--- config.mk ---
export PLATFORM = sky130hd
export DESIGN_NAME = motor_driver_flat
export DESIGN_NICKNAME = d
export VERILOG_FILES = /design/src/rtl/motor_driver_pkg.sv /design/src/rtl/motor_driver_if.sv /design/src/rtl/motor_channel.sv /design/src/rtl/motor_driver.sv /design/src/flat_wrapper.sv
export SDC_FILE = /design/constraint.sdc
export NUM_CORES = 1
export LEC_CHECK = 0
export ABC_AREA = 1
export CELL_PAD_IN_SITES_DETAIL_PLACEMENT = 0
export CELL_PAD_IN_SITES_GLOBAL_PLACEMENT = 2
export CORE_MARGIN = 2
export CORE_UTILIZATION = 35
export DETAILED_ROUTE_END_ITERATION = 7
export PLACE_DENSITY_LB_ADDON = 0.15
export SYNTH_ARGS = -nofsm -noshare
export SYNTH_HDL_FRONTEND = slang
export SYNTH_SLANG_ARGS = --single-unit
--- constraint.sdc ---
create_clock -name clk_3125KHz -period 2.7 [get_ports clk_3125KHz]
set_input_delay 0.405 -clock clk_3125KHz [delete_from_list [all_inputs] [get_ports clk_3125KHz]]
set_output_delay 0.405 -clock clk_3125KHz [all_outputs]
set_load 0.01 [all_outputs]
--- src/rtl/motor_driver_pkg.sv ---
// Shared mode encoding, wheel FSM states and dead-time bounds for the dual H-bridge driver.
package motor_driver_pkg;

  localparam logic [1:0] MODE_COAST = 2'b00;
  localparam logic [1:0] MODE_FWD   = 2'b01;
  localparam logic [1:0] MODE_REV   = 2'b10;
  localparam logic [1:0] MODE_BRAKE = 2'b11;

  // Low two bits of the four steady states match the mode encoding.
  typedef enum logic [2:0] {
    ST_COAST = 3'b000,
    ST_FWD   = 3'b001,
    ST_REV   = 3'b010,
    ST_BRAKE = 3'b011,
    ST_DEAD  = 3'b100
  } state_t;

  localparam int DEADTIME_MIN = 1;
  localparam int DEADTIME_MAX = 255;
  localparam int WDOG_W       = 22;

  function automatic state_t mode_to_state(input logic [1:0] mode);
    return state_t'({1'b0, mode});
  endfunction

  function automatic logic is_driving(input state_t st);
    return (st == ST_FWD) || (st == ST_REV);
  endfunction

endpackage

--- src/rtl/motor_driver_if.sv ---
// Command handshake from the line-following controller: valid/ready plus per-wheel mode.
interface motor_driver_if;
  logic       cmd_valid;
  logic       cmd_ready;
  logic [1:0] cmd_left;
  logic [1:0] cmd_right;

  modport master (output cmd_valid, output cmd_left, output cmd_right, input cmd_ready);
  modport slave  (input cmd_valid, input cmd_left, input cmd_right, output cmd_ready);
endinterface

--- src/rtl/motor_channel.sv ---
// One wheel: mode FSM with dead-time on every exit from FWD/REV, registered bridge pins.
// Pins follow the state one cycle later; dead_next tells the top the wheel will be in DEAD.
module motor_channel
  import motor_driver_pkg::*;
#(
  parameter int DEADTIME_CYCLES = 16
) (
  input  logic       clk,
  input  logic       rst,
  input  logic       pwm,
  input  logic       cmd_en,
  input  logic [1:0] cmd_mode,
  output logic       in1,
  output logic       in2,
  output logic       dead_next
);

  localparam int DT = (DEADTIME_CYCLES < DEADTIME_MIN) ? DEADTIME_MIN :
                      (DEADTIME_CYCLES > DEADTIME_MAX) ? DEADTIME_MAX : DEADTIME_CYCLES;
  localparam logic [7:0] DT_LOAD = 8'(DT - 1);

  state_t     state;
  state_t     req_st;
  logic [1:0] target;
  logic [7:0] cnt;

  assign req_st    = mode_to_state(cmd_mode);
  assign dead_next = (state == ST_DEAD) ? (cnt != 8'd0)
                                        : (cmd_en && is_driving(state) && (req_st != state));

  always_ff @(posedge clk or posedge rst) begin
    if (rst) begin
      state  <= ST_COAST;
      target <= MODE_COAST;
      cnt    <= 8'd0;
      in1    <= 1'b0;
      in2    <= 1'b0;
    end else begin
      case (state)
        ST_FWD:   begin in1 <= pwm;  in2 <= 1'b0; end
        ST_REV:   begin in1 <= 1'b0; in2 <= pwm;  end
        ST_BRAKE: begin in1 <= 1'b1; in2 <= 1'b1; end
        default:  begin in1 <= 1'b0; in2 <= 1'b0; end
      endcase

      if (state == ST_DEAD) begin
        // A command arriving in DEAD (watchdog coast) replaces the pending target.
        if (cnt == 8'd0) state <= mode_to_state(cmd_en ? cmd_mode : target);
        else             cnt   <= cnt - 8'd1;
        if (cmd_en) target <= cmd_mode;
      end else if (cmd_en && (req_st != state)) begin
        if (is_driving(state)) begin
          state  <= ST_DEAD;
          target <= cmd_mode;
          cnt    <= DT_LOAD;
        end else begin
          state <= req_st;
        end
      end
    end
  end

endmodule

--- src/rtl/motor_driver.sv ---
// Dual H-bridge pin driver: handshake, cmd_ready, two wheel channels, optional watchdog (MOTOR_DRIVER_WATCHDOG_EN).
// Command to pin 2 edges (plus DEADTIME_CYCLES when leaving FWD/REV); cmd_ready low while any wheel is in DEAD.
module motor_driver
  import motor_driver_pkg::*;
#(
  parameter int DEADTIME_CYCLES = 16,
  parameter int WDOG_CYCLES     = 3125000
) (
  input  logic           clk_3125KHz,
  input  logic           reset,
  input  logic           pwm_signal,
  motor_driver_if.slave  cmd,
  output logic           left_in1,
  output logic           left_in2,
  output logic           right_in1,
  output logic           right_in2,
  output logic           wdog_tripped
);

  logic       ready_q;
  logic       accept;
  logic       wdog_fire;
  logic       ch_en;
  logic [1:0] mode_l;
  logic [1:0] mode_r;
  logic       dead_next_l;
  logic       dead_next_r;

  assign cmd.cmd_ready = ready_q;
  assign accept        = cmd.cmd_valid && ready_q;
  assign ch_en         = accept || wdog_fire;
  assign mode_l        = accept ? cmd.cmd_left  : MODE_COAST;
  assign mode_r        = accept ? cmd.cmd_right : MODE_COAST;

  always_ff @(posedge clk_3125KHz or posedge reset) begin
    if (reset) ready_q <= 1'b0;
    else       ready_q <= !(dead_next_l || dead_next_r);
  end

`ifdef MOTOR_DRIVER_WATCHDOG_EN
  localparam logic [WDOG_W-1:0] WDOG_LAST = WDOG_W'(WDOG_CYCLES - 1);

  logic [WDOG_W-1:0] wdog_cnt;

  // Acceptance on the expiry edge suppresses the internal coast.
  assign wdog_fire = !accept && (wdog_cnt == WDOG_LAST);

  always_ff @(posedge clk_3125KHz or posedge reset) begin
    if (reset) begin
      wdog_cnt     <= '0;
      wdog_tripped <= 1'b0;
    end else if (accept) begin
      wdog_cnt     <= '0;
      wdog_tripped <= 1'b0;
    end else if (wdog_fire) begin
      wdog_cnt     <= '0;
      wdog_tripped <= 1'b1;
    end else begin
      wdog_cnt     <= wdog_cnt + 1'b1;
    end
  end
`else
  assign wdog_fire    = 1'b0;
  // Period parameter is kept so both builds share one parameter list.
  assign wdog_tripped = 1'b0 & (WDOG_CYCLES != 0);
`endif

  motor_channel #(.DEADTIME_CYCLES(DEADTIME_CYCLES)) u_left (
    .clk       (clk_3125KHz),
    .rst       (reset),
    .pwm       (pwm_signal),
    .cmd_en    (ch_en),
    .cmd_mode  (mode_l),
    .in1       (left_in1),
    .in2       (left_in2),
    .dead_next (dead_next_l)
  );

  motor_channel #(.DEADTIME_CYCLES(DEADTIME_CYCLES)) u_right (
    .clk       (clk_3125KHz),
    .rst       (reset),
    .pwm       (pwm_signal),
    .cmd_en    (ch_en),
    .cmd_mode  (mode_r),
    .in1       (right_in1),
    .in2       (right_in2),
    .dead_next (dead_next_r)
  );

endmodule
--- src/flat_wrapper.sv ---
// flat-port wrapper written by rule: the top's interface ports become plain ports
module motor_driver_flat import motor_driver_pkg::*;
#(
  parameter int DEADTIME_CYCLES = 16,
  parameter int WDOG_CYCLES     = 3125000
)
  (clk_3125KHz, reset, pwm_signal, left_in1, left_in2, right_in1, right_in2, wdog_tripped, cmd_cmd_valid, cmd_cmd_left, cmd_cmd_right, cmd_cmd_ready);
  motor_driver_if cmd_i ();
  input  logic clk_3125KHz;
  input  logic reset;
  input  logic pwm_signal;
  output logic left_in1;
  output logic left_in2;
  output logic right_in1;
  output logic right_in2;
  output logic wdog_tripped;
  input wire logic [$bits(cmd_i.cmd_valid)-1:0] cmd_cmd_valid;
  input wire logic [$bits(cmd_i.cmd_left)-1:0] cmd_cmd_left;
  input wire logic [$bits(cmd_i.cmd_right)-1:0] cmd_cmd_right;
  output wire logic [$bits(cmd_i.cmd_ready)-1:0] cmd_cmd_ready;
  assign cmd_i.cmd_valid = cmd_cmd_valid;
  assign cmd_i.cmd_left = cmd_cmd_left;
  assign cmd_i.cmd_right = cmd_cmd_right;
  assign cmd_cmd_ready = cmd_i.cmd_ready;
  motor_driver #(.DEADTIME_CYCLES(DEADTIME_CYCLES), .WDOG_CYCLES(WDOG_CYCLES)) u_core (.clk_3125KHz(clk_3125KHz), .reset(reset), .pwm_signal(pwm_signal), .cmd(cmd_i), .left_in1(left_in1), .left_in2(left_in2), .right_in1(right_in1), .right_in2(right_in2), .wdog_tripped(wdog_tripped));
endmodule
=== After elaboration in Yosys (flattened, before gate mapping) ===
Cells that the tools add are included.

* Reduce and logical (&&, ||, !) cells: 25
* Equality and inequality tests: 14
* Add/sub/neg operators: 2
* Muxes and demuxes: 32

{| class="wikitable"
|+ Operator list
! cell !! number
|-
| $mux 8 || 8
|-
| $mux 3 || 8
|-
| $mux 2 || 10
|-
| $logic_not 8->1 || 2
|-
| $reduce_bool 8->1 || 2
|-
| $sub 8x1->8 const B || 2
|-
| $eq 3x2->1 const B || 4
|-
| $pmux 1 s2 || 4
|-
| $reduce_and 2->1 || 4
|-
| $reduce_bool 2->1 || 4
|-
| $logic_and 1x1->1 || 7
|-
| $eq 3x1->1 const B || 2
|-
| $eq 3x3->1 const B || 2
|-
| $ne 2x3->1 || 2
|-
| $reduce_and 3->1 || 2
|-
| $ne 2x1->1 const B || 2
|-
| $ne 2x2->1 const B || 2
|-
| $logic_or 1x1->1 || 3
|-
| $mux 1 || 2
|-
| $logic_not 1->1 || 1
|}

* Output and inout port bits: 6
* Logic and storage cells: 84
* Register bits after elaboration: 31

=== Logic depth before layout (Yosys ltp) ===
Gate-level depths: netlist (run 1).

* Depth in word-level cells: 7
* Depth in mapped cells: 10
* Depth with buffers taken out: 10

=== Modules after synthesis ===
Synthesis (run 1) repeated with hierarchy kept, for this count alone.

* Cell total of the unflattened synthesis: 291
* Area, all modules: 2060.7 um^2

{| class="wikitable"
|+ Modules (own cells, without submodules)
! module !! cells an instance !! times used !! area an instance (um^2) !! seq. area each (um^2)
|-
| motor_channel || 138 || 2 || 988.4 || 375.4
|-
| motor_driver || 15 || 1 || 83.8 || 25.0
|}

=== Worst setup path after synthesis (run 1) ===
Ideal clock, no wire load.

* Kind: register to register
* Start: reg u_core.u_right.state[0]
* End: reg u_core.u_right.cnt[3]
* Period minus slack after synthesis: 1396 ps
* Required time: 2583 ps
* Cell stages (with the launch flop): 9
* Path buffers: 0
* Arrival time: 1279 ps
* Path slack: 1304 ps
* Cells stage by stage: dfrtp_1 nor3_4 inv_2 nand2_2 nand2_1 inv_2 nand2_4 nand2_1 nand2_1

* Longest elaborated chain between the ends: 4
* Elaborated cells on any way between the ends: 11
* Those cells by class: eq/ne: 5; mux: 1; reduce/logical: 5

{| class="wikitable"
|+ Ends and longest elaborated chain
! element !! RTL line !! source
|-
| start, declared || motor_channel.sv:22 || <nowiki>state_t state;</nowiki>
|-
| start signal, assigned || motor_channel.sv:48 || <nowiki>if (cnt == 8'd0) state <= mode_to_state(cmd_en ? cmd_mode : target);</nowiki>
|-
| start signal, assigned || motor_channel.sv:57 || <nowiki>state <= req_st;</nowiki>
|-
| $eq 3x1->1, or another cell as far along || motor_driver_pkg.sv:27 || <nowiki>return (st == ST_FWD) || (st == ST_REV);</nowiki>
|-
| $logic_or 1x1->1 or $logic_and 1x1->1 (tied branches) || motor_driver_pkg.sv:27, motor_channel.sv:51 ||
|-
| $reduce_bool 2->1 (no line) || - ||
|-
| $reduce_and 3->1 (no line) || - ||
|-
| end signal, assigned || motor_channel.sv:49 || <nowiki>else cnt <= cnt - 8'd1;</nowiki>
|-
| end, declared || motor_channel.sv:25 || <nowiki>logic [7:0] cnt;</nowiki>
|}

Several ways; a longest one is shown, not always the timed one.
A chain may end at the register's enable or synchronous reset.

=== Final worst setup path (run 1) ===
* Start: in cmd_cmd_valid
* End: reg u_core.u_right.target[1]

* Longest elaborated chain between the ends: 6
* Elaborated cells on any way between the ends: 10
* Those cells by class: eq/ne: 1; mux: 5; reduce/logical: 4

{| class="wikitable"
|+ Ends and longest elaborated chain
! element !! RTL line !! source
|-
| start, declared || flat_wrapper.sv:17 || <nowiki>input wire logic [$bits(cmd_i.cmd_valid)-1:0] cmd_cmd_valid;</nowiki>
|-
| $logic_and 1x1->1 * || motor_driver.sv:30 || <nowiki>assign accept = cmd.cmd_valid && ready_q;</nowiki>
|-
| $mux 2 || motor_driver.sv:33 || <nowiki>assign mode_r = accept ? cmd.cmd_right : MODE_COAST;</nowiki>
|-
| $ne 2x3->1 || motor_channel.sv:51 || <nowiki>end else if (cmd_en && (req_st != state)) begin</nowiki>
|-
| $logic_and 1x1->1 || motor_channel.sv:51 ||
|-
| $reduce_bool 2->1 (no line) || - ||
|-
| $reduce_and 2->1 (no line) || - ||
|-
| end signal, assigned || motor_channel.sv:50 || <nowiki>if (cmd_en) target <= cmd_mode;</nowiki>
|-
| end signal, assigned || motor_channel.sv:54 || <nowiki>target <= cmd_mode;</nowiki>
|-
| end, declared || motor_channel.sv:24 || <nowiki>logic [1:0] target;</nowiki>
|}

Every way passes the cells marked *; elsewhere a longest branch is shown, timed or not. The select of a mux whose other input is x is not followed.

==> reports/results.tsv, run 1 <==
stage	metric	value	unit
logic_synthesis	area share of the largest cell type after synthesis	40.55	%
logic_synthesis	Compound-Gate Fraction of Synth Area	6.344	%
logic_synthesis	sequential area share after synthesis	40.55	%
floorplanning	Ports	14	
placed_design	port bufs	12	
clocking	PostCTS Resize Cnt	0	
layout	antenna cells	0	
sta	final clock skew	8.536	ps
floorplanning	num rows	26	
floorplanning	Core Region	5205	um^2
power	Peak supply drop	430.3	uV
logic_synthesis	post-synthesis simple-gate area fraction	40.61	%
logic_synthesis	synthesized area	1913	um^2
clocking	CTS sink cnt	31	
setup_path	Crit path required time	2910	ps
clocking	CTS tree	yes	
layout	Synth-to-Final Area Change	16.09	%
logic_synthesis	xor/xnor share of the synthesized area	1.831	%
setup_path	Startpoint Class	input port	
logic_synthesis	Synth warnings	0	
logic_synthesis	mux cell area share after synthesis	0	%
layout	Finished Cell Area	2221	um^2
logic_synthesis	adder-cell share of the synthesized area	2.616	%
power	Leak Pwr	1.196	nW
grt	initial antenna violation count	0	
logic_synthesis	syn nets	287	
route	DRT Pass-1 Iters	4	
setup_path	WP buf/inv	2	
setup_path	cell mode on critical path	nand2_1	
sta	fmax	566.2	MHz
route	total wire length	4.082	mm
sta	final setup TNS	0	ps
layout	most common cell after layout, fill and taps aside	nand2_1	
clocking	CTS Buffer Depth	2	
logic_synthesis	Post-Synthesis Cells	275	
floorplanning	Initial Util	36.75	%
grt	gr usage total	15.24	%
floorplanning	die area	6073	um^2
setup_path	crit-path cells	clkdlybuf4s50_1, nand2_1, nor2_1, inv_1, nand2_1, nand2_1, o21ai_0, nand3_1, nand2_1	
route	DR WL/cell	11.18	um
route	# DRC	0	
clocking	CTS clk-pin slew, worst paths	60	ps
placed_design	Detailed Place HPWL	3.053	mm
setup_path	critical path fanouts, max	7	
layout	fill cell count	553	
grt	GRT Residual Overflow	0	
layout	Register Area	775.7	um^2
route	ANT nets after route	0	
grt	largest net degree at the start of global routing	32	
logic_synthesis	Synth Register Bits	31	
setup_path	Max stage delay on crit path	480	ps
sta	Final Max Slew Viols	0	
route	routed vias/inst	4.668	
placed_design	Area after DPL	2121	um^2
logic_synthesis	Netlist cell types	21	
sta	final setup vio count	0	
clocking	worst skew pair latency	280	ps
route	Vias	1704	
floorplanning	Die W	77.93	um
clocking	Hold-fix buffers, CTS	0	
outcome	status	completed	
logic_synthesis	Area contributors post-synth	dfrtp_1, nand2_1, nand3_1	
clocking	H-tree depth	2	
grt	vias in the first global route	1629	
layout	nets@finish	306	
setup_path	worst setup path class	input port to flip-flop	
floorplanning	die height	77.93	um
route	1st-iter DRT viols	83	
logic_synthesis	syn_area_per_cell	6.957	um^2
sta	final hold violations	0	
sta	RSZ-0062 raised after global routing	no	
logic_synthesis	area leader, netlist	dfrtp_1	
min_path	Tightest Hold Check Type	flip-flop to flip-flop	
layout	commonest non-fill, non-tap cells in the layout	nand2_1, nand3_1, inv_1, dfrtp_1, nor2_1	
setup_path	delay-heaviest family, CP	simple AND/OR/NAND/NOR gates	
setup_path	Critical Path Sink Type	flip-flop	
setup_path	Critical-path top delay cell	clkdlybuf4s50_1	
setup_path	crit path DAT	1980	ps
layout	Finished Core Util	42.67	%
sta	Final period util	65.41	%
layout	layout cells sized above 1	7.119	%
run	MaxCap Viol Count	0	
clocking	clk root buf	clkbuf_8	
logic_synthesis	largest family of logic cells by synthesized area	simple AND/OR/NAND/NOR gates	
clocking	total CTS buffers	5	
power	Power Density	1094	nW/um^2
placed_design	Final Wtd Congestion	0.8195	
layout	area of the multi-input gates	987.2	um^2
grt	first-pass GRT wire length	7.300	mm
sta	fin crit period	1766	ps
clocking	postcts setup bufs	0	
==> worst paths after layout <==
check	startpoint	endpoint	slack (ps)	depth (start not counted)
min in group asynchronous	reset	u_core.u_right.cnt[1]	510	3
setup / recovery	cmd_cmd_valid	u_core.u_right.target[1]	930	9
hold / removal	u_core.u_left.cnt[4]	u_core.u_left.cnt[4]	480	2
setup reg to reg	u_core.u_right.state[0]	u_core.u_right.cnt[3]	1000	8
hold reg to reg	u_core.u_left.cnt[4]	u_core.u_left.cnt[4]	480	2
max in group asynchronous	reset	u_core.u_right.target[1]	1900	3
==> synth_stat cells <==
master and instances:
inv_1 32, o21bai_1 1, inv_2 6, ha_1 4, nand3_2 1, nand2_4 2
nor2_1 13, a211oi_1 4, xor2_1 3, nand3_1 47, a31o_2 1, a21oi_1 4
o21ai_0 11, nand2_1 104, xnor2_1 1, nor3_4 2, nand4_1 5, dfrtp_1 31
conb_1 1, buf_4 1, nand2_2 1
==> cell type report <==
cell class | instances | share of cell area (%)
clock buffer | 8 | 4.507
inverter | 38 | 6.423
multi-input combinational | 205 | 44.45
sequential | 31 | 34.93
tap | 70 | 3.944
timing repair buffer | 13 | 5.746
==> worst min-delay path, stage by stage (launching register included) <==
cell	delay (ps)
dfrtp_1	350
nand2_1	50
nand2_1	40
==> sequential cells by signal, summed over array words and instances, names as in the netlist <==
name,flops
u_core.u_left.in1,1
u_core.cmd.cmd_ready,1
u_core.u_left.state,3
u_core.u_right.in2,1
u_core.u_right.target,2
u_core.u_left.in2,1
u_core.u_left.target,2
u_core.u_right.cnt,8
u_core.u_right.in1,1
u_core.u_left.cnt,8
u_core.u_right.state,3
==> kinds of logic after synthesis <==
logic type      after synthesis
other cells                   1
xor+xnor                      4
buf+inv                      39
fa+ha+maj                     4
compound gates               21
simple gates                175
flops                        31
==> metal layers <==
| layer | vias to the layer above | track usage (%) | wire (um) |
|---|---|---|---|
| met5 | - | 0 | 0 |
| met4 | 0 | 6.667 | 56 |
| met1 | 763 | 19.65 | 2046 |
| met2 | 12 | 24.40 | 1888 |
| li1 | 924 | - | - |
| met3 | 5 | 3.488 | 91 |
==> per-stage QoR <==
stage          setup WS (ps)  std cells  total power [mW]  hold WS (ps)
2_1_floorplan           1304        275             1.748         441.9
3_3_place_gp           621.4        357             2.060         454.4
3_5_place_dp           645.9        357             2.049         465.1
4_1_cts                945.8        365             2.468         482.0
5_1_grt                780.3        365             2.713         513.9
6_report               934.0        365             2.429         478.6
==> power by group <==
| group | internal, mW | leakage, nW | total (mW) | switching, mW |
|---|---|---|---|---|
| Combinational | 0.407 | 0.747 | 1.20 | 0.794 |
| Clock | 0.233 | 0.0515 | 0.402 | 0.170 |
| Sequential | 0.652 | 0.398 | 0.826 | 0.174 |
Note: power is estimated with default switching activity, not from simulation.
==> run 2: changes to the inputs <==
Settings changed: CORE_UTILIZATION 35 to 30.
Clock period 2.7 ns to 1.5 ns, I/O delays scaled along.
==> run 2 against run 1 <==
First-iteration DRC count decreased by 19%; sequential cell count unchanged; non-clock buffer count increased by 46; sequential power increased by 77%; largest cell class unchanged; largest power group unchanged; highest routed layer unchanged.
==> reports/results.tsv, run 2 (synthesis results as in run 1) <==
stage	metric	value	unit	change
route	ANT nets after route	0		unchanged
floorplanning	Initial Util	30.65	%	-6.1 points
clocking	total CTS buffers	5		unchanged
route	1st-iter DRT viols	67		-19%
floorplanning	Die W	83.86	um	+7.6%
layout	Finished Layout Cells	417		+14%
route	DRT Pass-1 Iters	4		unchanged
route	routed vias/inst	4.506		-3.5%
setup_path	Critical-path top delay cell	clkdlybuf4s50_1		
layout	Register Area	782.0	um^2	+0.81%
setup_path	crit path DAT	1210	ps	-770 ps
grt	initial antenna violation count	0		unchanged
power	Peak supply drop	711.7	uV	+65%
placed_design	port bufs	12		unchanged
sta	final clock skew	6.336	ps	-2.200 ps
floorplanning	die height	83.86	um	+7.6%
clocking	H-tree depth	2		unchanged
sta	RSZ-0062 raised after global routing	yes		
power	Leak Pwr	1.401	nW	+17%
outcome	status	completed		
floorplanning	Core Region	6241	um^2	+20%
layout	most common cell after layout, fill and taps aside	nand2_1		
route	# DRC	0		unchanged
grt	vias in the first global route	1865		+14%
grt	GRT Residual Overflow	0		unchanged
layout	nets@finish	353		+15%
setup_path	critical path fanouts, max	3		-4
floorplanning	Ports	14		unchanged
setup_path	Startpoint Class	flip-flop		
setup_path	Max stage delay on crit path	550	ps	+70 ps
layout	commonest non-fill, non-tap cells in the layout	nand2_1, buf_4, nand3_1, inv_1, dfrtp_1		
route	DR WL/cell	11.76	um	+5.2%
sta	fmax	697.1	MHz	
placed_design	Detailed Place HPWL	3.586	mm	+17%
clocking	Hold-fix buffers, CTS	0		unchanged
clocking	CTS Buffer Depth	2		unchanged
sta	fin crit period	1435	ps	
sta	final hold violations	0		unchanged
power	Power Density	2019	nW/um^2	+85%
layout	fill cell count	687		+24%
clocking	CTS clk-pin slew, worst paths	70	ps	about the same
clocking	CTS sink cnt	31		unchanged
grt	largest net degree at the start of global routing	32		unchanged
route	total wire length	4.906	mm	+20%
floorplanning	num rows	29		+12%
sta	Final period util	95.64	%	
layout	Top Registers	u_core.u_left.cnt (8), u_core.u_right.cnt (8)		
layout	Synth-to-Final Area Change	38.78	%	
sta	Hold Slack	279.4	ps	-199.1 ps
placed_design	placed cells	404		+13%
clocking	worst skew pair latency	290	ps	about the same
route	Vias	1879		+10%
setup_path	Critical Path Sink Type	output pin		
power	total chip power	5.360	mW	+120%
layout	antenna cells	0		unchanged
setup_path	worst setup path class	flip-flop to output pin		
setup_path	delay-heaviest family, CP	buffers and inverters		
setup_path	WP buf/inv	1		-1
min_path	Tightest Hold Check Type	input port to asynchronous set/reset pin		
sta	Final Max Slew Viols	0		unchanged
sta	final setup vio count	0		unchanged
clocking	CTS tree	yes		
grt	gr usage total	14.77	%	-0.47 points
setup_path	Crit path required time	1270	ps	-1640 ps
run	MaxCap Viol Count	0		unchanged
layout	layout cells sized above 1	27.35	%	+20 points
clocking	clk root buf	clkbuf_8		
grt	first-pass GRT wire length	8.438	mm	+16%
placed_design	Final Wtd Congestion	0.7307		-11%
floorplanning	die area	7032	um^2	+16%
setup_path	crit-path cells	clkdlybuf4s50_1		
layout	area of the multi-input gates	1067	um^2	+8.1%
run 2: cell count changes in the layout (fill, tap and decap cells not counted), moves of 3 or more:
| cell | before | now |
|---|---|---|
| buf_4 | 1 | 45 |
| nand2_2 | 1 | 8 |
| nand3_1 | 47 | 43 |
| nor2_2 | 0 | 4 |
| inv_1 | 32 | 27 |
| dfrtp_2 | 0 | 5 |
| nand2_1 | 104 | 98 |
| nand3_2 | 1 | 5 |
| dfrtp_1 | 31 | 26 |
| inv_2 | 6 | 9 |
| nor2_1 | 13 | 9 |
run 2: final timing paths:
check,startpoint,end,slack [ps],depth (start not counted)
worst max-delay path,u_core.cmd.cmd_ready,cmd_cmd_ready,70,1
worst min-delay path,reset,u_core.u_right.cnt[3],280,3
worst max register to register,u_core.u_right.cnt[0],u_core.u_right.cnt[4],80,10
worst min register to register,u_core.u_left.cnt[1],u_core.u_left.cnt[1],470,2
max in group asynchronous,reset,u_core.u_right.state[1],1040,3
min in group clk_3125KHz,u_core.u_left.cnt[1],u_core.u_left.cnt[1],470,2
run 2: per-stage QoR:
step	instance area, um^2	utilization, %	setup TNS (ps)	worst slack (ps)
after floorplan	1913	-	0	103.8
after global placement	2442	39.13	-3421	-191.0
after detailed placement	2442	39.13	-3666	-195.1
after CTS	2515	40.30	0	6.768
after global routing	2655	42.54	-121.7	-31.16
final	2655	42.54	0	65.43
run 2: cell type report:
class | instances | area share [%]
timing repair buffer | 59 | 18.43
tap | 77 | 3.629
multi-input combinational | 206 | 40.20
clock buffer | 6 | 2.733
sequential | 31 | 29.45
inverter | 38 | 5.561
run 2: report_power, final:
group          internal (mW)  total (mW)  switching [mW]
Combinational           1.46        3.27            1.81
Clock                  0.310       0.633           0.323
Sequential              1.18        1.46           0.276
run 2: routing by layer:
| layer | global-route usage [%] | wire length, um | vias to the layer above |
|---|---|---|---|
| met5 | 0 | 0 | - |
| met4 | 5.425 | 74 | 0 |
| met3 | 2.967 | 80 | 6 |
| met2 | 24.22 | 2320 | 9 |
| met1 | 19.25 | 2431 | 852 |
| li1 | - | - | 1012 |
run 2: timing repair:
item	CTS	global route
buffers inserted	0	6
endpoints found under the setup margin	0	23
gates resized for setup	0	34
==> run 3: changes to the inputs <==
Settings changed: CORE_UTILIZATION 30 to 32, DONT_BUFFER_PORTS from default to 1.
==> run 3 against run 2 <==
Sequential cell count unchanged; wire length down 2.7%; fmax grew 1.2%; die area fell by 6.0%; non-clock buffer count shrank 24; via count shrank 0.16%; power is 4.9% lower; largest power group unchanged.
==> reports/results.tsv, run 3 (synthesis results as in run 1) <==
stage	metric	value	unit	change
outcome	status	completed		
grt	GRT Residual Overflow	0		unchanged
floorplanning	die area	6613	um^2	-6.0%
clocking	CTS clk-pin slew, worst paths	70	ps	about the same
sta	final setup vio count	0		unchanged
layout	nets@finish	330		-6.5%
floorplanning	Initial Util	32.70	%	+2.0 points
clocking	H-tree depth	2		unchanged
layout	antenna cells	0		unchanged
layout	Register Area	780.7	um^2	-0.16%
layout	layout cells sized above 1	23.82	%	-3.5 points
floorplanning	num rows	28		-3.4%
placed_design	Area after DPL	2210	um^2	-9.5%
layout	Finished Cell Area	2421	um^2	-8.8%
route	Vias	1876		-0.16%
setup_path	Max stage delay on crit path	450	ps	-100 ps
setup_path	crit-path cells	nor3_4, buf_4, nand3_1, nand2_1, inv_1, nand3_1, nand2_1		
sta	fin crit period	1418	ps	-16.59 ps
setup_path	reg2reg path depth	7		-3
grt	first-pass GRT wire length	7.886	mm	-6.5%
sta	Final period util	94.53	%	-1.1 points
floorplanning	Core Region	5851	um^2	-6.3%
route	total wire length	4.773	mm	-2.7%
setup_path	critical path fanouts, max	5		+2
power	Power Density	2105	nW/um^2	+4.3%
floorplanning	die height	81.32	um	-3.0%
setup_path	Reg-to-Reg Start	u_core.u_left.state[0]		
grt	vias in the first global route	1675		-10%
min_path	hold worst-path end	u_core.u_right.in1		
route	DRT Pass-1 Iters	4		unchanged
sta	fmax	705.2	MHz	+1.2%
layout	area of the multi-input gates	1052	um^2	-1.4%
route	DR WL/cell	12.11	um	+3.0%
placed_design	Detailed Place HPWL	3.393	mm	-5.4%
power	Peak supply drop	621.5	uV	-13%
layout	Top Registers	u_core.u_left.cnt (8), u_core.u_right.cnt (8)		
route	routed vias/inst	4.761		+5.7%
grt	gr usage total	15.59	%	+0.82 points
sta	Hold Slack	161.2	ps	-118.2 ps
grt	largest net degree at the start of global routing	32		unchanged
setup_path	Critical Path Sink Type	flip-flop		
floorplanning	Die W	81.32	um	-3.0%
route	1st-iter DRT viols	58		-13%
floorplanning	Ports	14		unchanged
setup_path	Crit path required time	1680	ps	+410 ps
placed_design	placed cells	377		-6.7%
power	Leak Pwr	1.313	nW	-6.3%
clocking	CTS tree	yes		
clocking	CTS sink cnt	31		unchanged
setup_path	reg2reg end	u_core.u_left.cnt[7]		
layout	Synth-to-Final Area Change	26.55	%	
grt	initial antenna violation count	0		unchanged
min_path	hold_sp	pwm_signal		
min_path	Min-Delay Path Depth	2		
clocking	CTS Buffer Depth	2		unchanged
route	# DRC	0		unchanged
sta	final hold violations	0		unchanged
layout	commonest non-fill, non-tap cells in the layout	nand2_1, nand3_1, buf_4, inv_1, dfrtp_1		
setup_path	worst setup path class	flip-flop to flip-flop		
setup_path	Critical-path top delay cell	dfrtp_2		
sta	final setup TNS	0	ps	unchanged
placed_design	port bufs	0		-12
clocking	total CTS buffers	5		unchanged
layout	most common cell after layout, fill and taps aside	nand2_1		
sta	Final Max Slew Viols	0		unchanged
placed_design	Final Wtd Congestion	0.7325		+0.25%
sta	final clock skew	0.9445	ps	-5.392 ps
clocking	clk root buf	clkbuf_8		
layout	Finished Layout Cells	394		-5.5%
layout	fill cell count	635		-7.6%
setup_path	r2r setup slk	80	ps	about the same
setup_path	Startpoint Class	flip-flop		
run	MaxCap Viol Count	0		unchanged
setup_path	crit path DAT	1590	ps	+380 ps
clocking	worst skew pair latency	280	ps	about the same
min_path	Tightest Hold Check Type	input port to flip-flop		
power	total chip power	5.097	mW	-4.9%
route	ANT nets after route	0		unchanged
run 3: per-layer routing:
metal | vias up | global-route usage (%) | wire length [um]
li1 | 969 | - | -
met1 | 883 | 20.56 | 2342
met2 | 19 | 24.67 | 2232
met3 | 5 | 3.444 | 124
met4 | 0 | 6.271 | 74
met5 | - | 0 | 0
run 3: critical path: cells and delay by family (launching register included):
family	cells	cell delay (ps)
and+or+nand+nor	5	600
DFF	1	450
buffers and inverters	2	260
run 3: through the flow:
stage,utilization (%),setup slack (ps)
3_3_place_gp,37.77,-40.26
6_report,41.38,82.02
2_1_floorplan,-,103.8
4_1_cts,39.67,-0.1887
3_5_place_dp,37.77,-36.05
5_1_grt,41.38,-17.25
run 3: worst max path at each step:
stage / start / end / slack, ps / cells after the start
global route: u_core.cmd.cmd_ready / u_core.u_left.state[0] / -20 / 8
detailed placement: u_core.u_left.state[0] / u_core.cmd.cmd_ready / -40 / 6
CTS: u_core.u_right.state[0] / u_core.u_right.cnt[6] / -0.2 / 7
floorplan: u_core.u_right.state[0] / u_core.u_right.cnt[3] / 100 / 8
global placement: u_core.u_left.state[0] / u_core.cmd.cmd_ready / -40 / 6
finish: u_core.u_left.state[0] / u_core.u_left.cnt[7] / 80 / 7
run 3: what timing repair did:
action | 4_1_cts | 5_1_grt
endpoints found under the setup margin | 14 | 26
hold buffers | 1 | 0
pin swaps | 1 | 6
hold endpoints to repair | 31 | 0
cloned | 0 | 2
setup buffers | 2 | 4
resized for setup | 2 | 26
run 3: power breakdown:
| part | total [mW] | switching (mW) | internal, mW |
|---|---|---|---|
| combinational | 2.96 | 1.75 | 1.21 |
| sequential | 1.48 | 0.301 | 1.18 |
| clock | 0.651 | 0.325 | 0.326 |
run 3: final cells by class:
class	instances	area share [%]
repair buffers	35	10.96
well taps	75	3.876
clock inverters	1	0.2067
inverters	38	6.098
multi-input cells	207	43.46
clock buffers	7	3.152
flip-flops and latches	31	32.25
==> RTL change 1 (flow settings as in run 2) <==
Build with the macro `MOTOR_DRIVER_WATCHDOG_EN` defined.
--- a/src/rtl/motor_driver.sv
+++ b/src/rtl/motor_driver.sv
@@ -1,4 +1,6 @@
 // Dual H-bridge pin driver: handshake, cmd_ready, two wheel channels, optional watchdog (MOTOR_DRIVER_WATCHDOG_EN).
 // Command to pin 2 edges (plus DEADTIME_CYCLES when leaving FWD/REV); cmd_ready low while any wheel is in DEAD.
+`define MOTOR_DRIVER_WATCHDOG_EN
+
 module motor_driver
   import motor_driver_pkg::*;
Behaviour: no difference found for any inputs over 10 cycles, from zero or initial values and one cycle with reset high; that may be too few to reach the edited logic, so the function may still have changed.
==> RTL change 1 against run 2 <==
- the run now ends with setup timing left
- total power grew 12%
- design area rose by 75%
- count of clock-buffer cells in the layout rose by 1
- clock skew decreased by 0.0029 ns
- combinational power fell by 8.6%
- highest routed layer unchanged
- sequential cell count increased by 23
- critical path depth up 7
- largest cell class unchanged
- worst setup slack lost 0.088 ns
- wire length rose by 74%
- cell count is 59% higher
- die area increased by 57%
- area after synthesis increased by 60%
- core utilization grew 4.6 points
- critical endpoint is now u_core.u_right.cnt[1]
==> RTL change 1: results (changes against run 2) <==
* Status: complete, but fails checks
* Violated checks: setup timing
* Placed cells at 633 (+57%)
* GR Layer Usage met3 at 2.37% (-0.60 points)
* Setup Slack @ Placement at -0.274 ns (-0.0792 ns)
* Complex-gate fraction of the synthesized area at 10.2% (+3.8 points)
* Vias in the first global route at 3,055 (+64%)
* Clk_lat worst skew at 0.31 ns (+0.02 ns)
* DR WL/cell at 12.9 um (+9.6%)
* Sequential element share of the synthesized area at 44.1% (+3.6 points)
* Largest regs: u_core.wdog_cnt (22), u_core.u_left.cnt (8), u_core.u_right.cnt (8)
* Final nets at 539 (+53%)
* Setup slack after layout at -0.0230 ns (-0.0885 ns)
* Gr usage total at 16.2% (+1.4 points)
* Synth Area in Adders at 1.63% (-0.98 points)
* Crit-path leading delay family: simple AND/OR/NAND/NOR gates
* Met2 usage at 30.2% (+6.0 points)
* Worst VDD drop at 0.552 mV (-22%)
* Clock transition at the registers of the reported paths at 0.10 ns (+0.03 ns)
* Pin count of the biggest net entering global routing at 55 (+72%)
* Drt pass-1 iters at 5 (+1)
* Leak at 2.27 nW (+62%)
* CP Launch Point: u_core.wdog_cnt[7]
* Synthesized Nets at 416 (+45%)
* Final setup viols at 2 (+2)
* TNS Setup at -0.0258 ns (-0.0258 ns)
* CP max-delay cell: dfrtp_1
* Xor and xnor area share after synthesis at 2.57% (+0.74 points)
* Top post-synthesis cells by count: nand2_1, nor2_1, dfrtp_1
==> RTL change 1: cell types whose count changed after synthesis, moves of 7 or more <==
cell            run 2  this run
o21ai_0            11        18
dfrtp_1            31        54
nand2_1           104        89
inv_1              32        53
nand3_1            47        38
nor3_1              0         8
a21oi_1             4        19
nor2_1             13        55
==> RTL change 1: power breakdown <==
group	internal (mW)	switching, mW
clock	0.501	0.495
combinational	1.36	1.63
sequential	1.78	0.245
==> RTL change 1: path summary, 6_finish.rpt <==
check / slack (ns) / endpoint / cells after the start
worst max-delay path: -0.02 / u_core.u_right.cnt[1] / 8
worst min-delay path: 0.32 / u_core.wdog_cnt[8] / 3
worst max register to register: -0.02 / u_core.u_right.cnt[1] / 8
worst min register to register: 0.48 / u_core.wdog_tripped / 2
max in group asynchronous: 0.91 / u_core.u_left.state[0] / 3
min in group clk_3125KHz: 0.48 / u_core.wdog_tripped / 2
==> RTL change 1: cells by family (layout without fill, tap and decap cells) <==
family,Yosys count,in the layout
and+or+nand+nor,218,219
xor gates and xnor gates,9,9
buffers and inverters,63,186
AOI/OAI and AO/OA,56,56
adders and majority gates,4,4
DFF,54,54
==> RTL change 1: area by class of cell <==
type	instances	area [um2]	area share, %
Timing Repair Buffer	119	967	20.8
Multi-Input combinational cell	288	1830	39.3
Sequential cell	54	1350	29.1
Tap cell	133	166	3.58
Clock inverter	1	30.0	0.646
Clock buffer	7	76.3	1.64
Inverter	59	230	4.95
==> RTL change 1: per-layer routing <==
| metal | up-vias | part of all wire (%) |
|---|---|---|
| li1 | 1560 | - |
| met1 | 1409 | 44 |
| met2 | 22 | 52 |
| met3 | 12 | 1.6 |
| met4 | 0 | 1.7 |
| met5 | - | 0 |
==> RTL change 1: worst register-to-register path: cells and delay by family (launching register included) <==
kind	cells	cell delay (ns)
AND/OR/NAND/NOR	6	0.75
flip-flops	1	0.39
buffers and inverters	1	0.16
AO/OA/AOI/OAI	1	0.15
==> RTL change 1: metrics by stage <==
step / hold slack [ns] / area, um2 / power, mW
final: 0.321 / 4650 / 6.02
after global routing: 0.372 / 4650 / 6.54
after CTS: 0.340 / 4420 / 5.75
after detailed placement: 0.472 / 4000 / 4.36
after global placement: 0.464 / 4000 / 4.34
after floorplan: 0.293 / 3070 / 3.38
==> RTL change 1: repair_timing <==
| action | in CTS | in global routing |
|---|---|---|
| setup buffers | 11 | 8 |
| endpoints found under the hold margin | 0 | 0 |
| resized for setup | 55 | 57 |
| pin swaps | 21 | 20 |
| hold buffers | 0 | 0 |
| cloned | 1 | 0 |
| setup endpoints to repair | 39 | 44 |
==> RTL change 2 (flow settings as in run 2) <==
Made on the original files. `DEADTIME_CYCLES` is set to 16 in 3 places; all go to 12.
--- a/src/rtl/motor_channel.sv
+++ b/src/rtl/motor_channel.sv
@@ -4,5 +4,5 @@
   import motor_driver_pkg::*;
 #(
-  parameter int DEADTIME_CYCLES = 16
+  parameter int DEADTIME_CYCLES = 12
 ) (
   input  logic       clk,
--- a/src/rtl/motor_driver.sv
+++ b/src/rtl/motor_driver.sv
@@ -4,5 +4,5 @@
   import motor_driver_pkg::*;
 #(
-  parameter int DEADTIME_CYCLES = 16,
+  parameter int DEADTIME_CYCLES = 12,
   parameter int WDOG_CYCLES     = 3125000
 ) (
--- a/src/flat_wrapper.sv
+++ b/src/flat_wrapper.sv
@@ -2,5 +2,5 @@
 module motor_driver_flat import motor_driver_pkg::*;
 #(
-  parameter int DEADTIME_CYCLES = 16,
+  parameter int DEADTIME_CYCLES = 12,
   parameter int WDOG_CYCLES     = 3125000
 )
Formal check against the unedited RTL: same outputs for any inputs over 10 cycles, from zero or initial values and one cycle with reset high; that may be too few to reach the edited logic, so the function may still have changed.
==> RTL change 2 against run 2 <==
- worst setup slack got worse by 0.016 ns
- cell count decreased by 1.2%
- core utilization increased by 0.073 points
- sequential cell count unchanged
- wire length decreased by 6.5%
- total power increased by 1.3%
- design area increased by 0.75%
- area after synthesis increased by 0.92%
- clock power increased by 6.6%
- critical path type is now register to register
- critical endpoint is now u_core.u_right.cnt[7]
==> RTL change 2: results (changes against run 2) <==
* Status: complete, no violations
* Vias in the first global route at 1,759 (-5.7%)
* Clock skew at 0.00686 ns (+0.000527 ns)
* Gr usage total at 13.7% (-1.0 points)
* Fillers at 652 (-5.1%)
* DR WL/cell at 11.1 um (-5.4%)
* First-pass GRT wire length at 7850 um (-6.9%)
* R2r startpoint: u_core.u_right.state[0]
* Netlist cell types at 23 (+9.5%)
* CP max-delay cell: dfrtp_1
* GR Layer Usage met3 at 3.34% (+0.38 points)
* Metal2 WL at 2120 um (-8.8%)
* Mean area per synthesized cell at 7.10 um2 (+2.0%)
* Complex-gate fraction of the synthesized area at 5.64% (-0.71 points)
* Top post-synthesis cells by count: nand2_1, nand3_1, dfrtp_1, inv_1, nor2_1
* Met1 Usage GRT at 18.1% (-1.1 points)
* Synthesized Nets at 284 (-1.0%)
* DP Wirelength at 3380 um (-5.9%)
* Reg2reg path depth at 8 (-2)
* Metal3 WL at 104 um (+30%)
* Met2 usage at 22.0% (-2.2 points)
* Setup Slack @ Placement at -0.339 ns (-0.144 ns)
* Worst VDD drop at 0.966 mV (+36%)
* WL final at 4590 um (-6.5%)
* WL met1 at 2310 um (-5.1%)
* Fin Hold WS at 0.271 ns (-0.00851 ns)
* Placer Congestion at 0.769 (+5.2%)
* Worst setup endpoint: u_core.u_right.cnt[7]
* Final nets at 347 (-1.7%)
* Critical path type: register to register
* Placed cells at 393 (-2.7%)
* Sequential element share of the synthesized area at 40.2% (-0.37 points)
* Fmax at 0.689 GHz (-1.1%)
RTL change 2: kinds of logic (layout without fill, tap and decap cells):
group           count (synthesis)  in the layout
buf+inv                        37            100
flops                          31             31
other cells                     1              1
xor+xnor                        3              3
simple gates                  177            177
fa+ha+maj                       4              4
compound gates                 19             19
RTL change 2: report_power, final:
group          leakage (nW)  internal (mW)  switching (mW)
Combinational         0.960           1.42            1.88
Sequential            0.397           1.18           0.270
Clock                0.0470          0.360           0.315
Total                  1.40           2.97            2.46
RTL change 2: what timing repair did:
| action | in CTS | in global routing |
|---|---|---|
| gates cloned | 0 | 0 |
| buffers inserted | 0 | 12 |
| resized for setup | 4 | 32 |
| endpoints found under the setup margin | 11 | 23 |
| pin swaps | 1 | 6 |
RTL change 2: final cells by class:
class / instances / share of cell area [%]
Multi-Input combinational cell: 204 / 40.5
Inverter: 36 / 5.57
Clock buffer: 6 / 3.09
Clock inverter: 1 / 0.187
Timing Repair Buffer: 57 / 18.0
Sequential cell: 31 / 29.1
Tap cell: 77 / 3.60
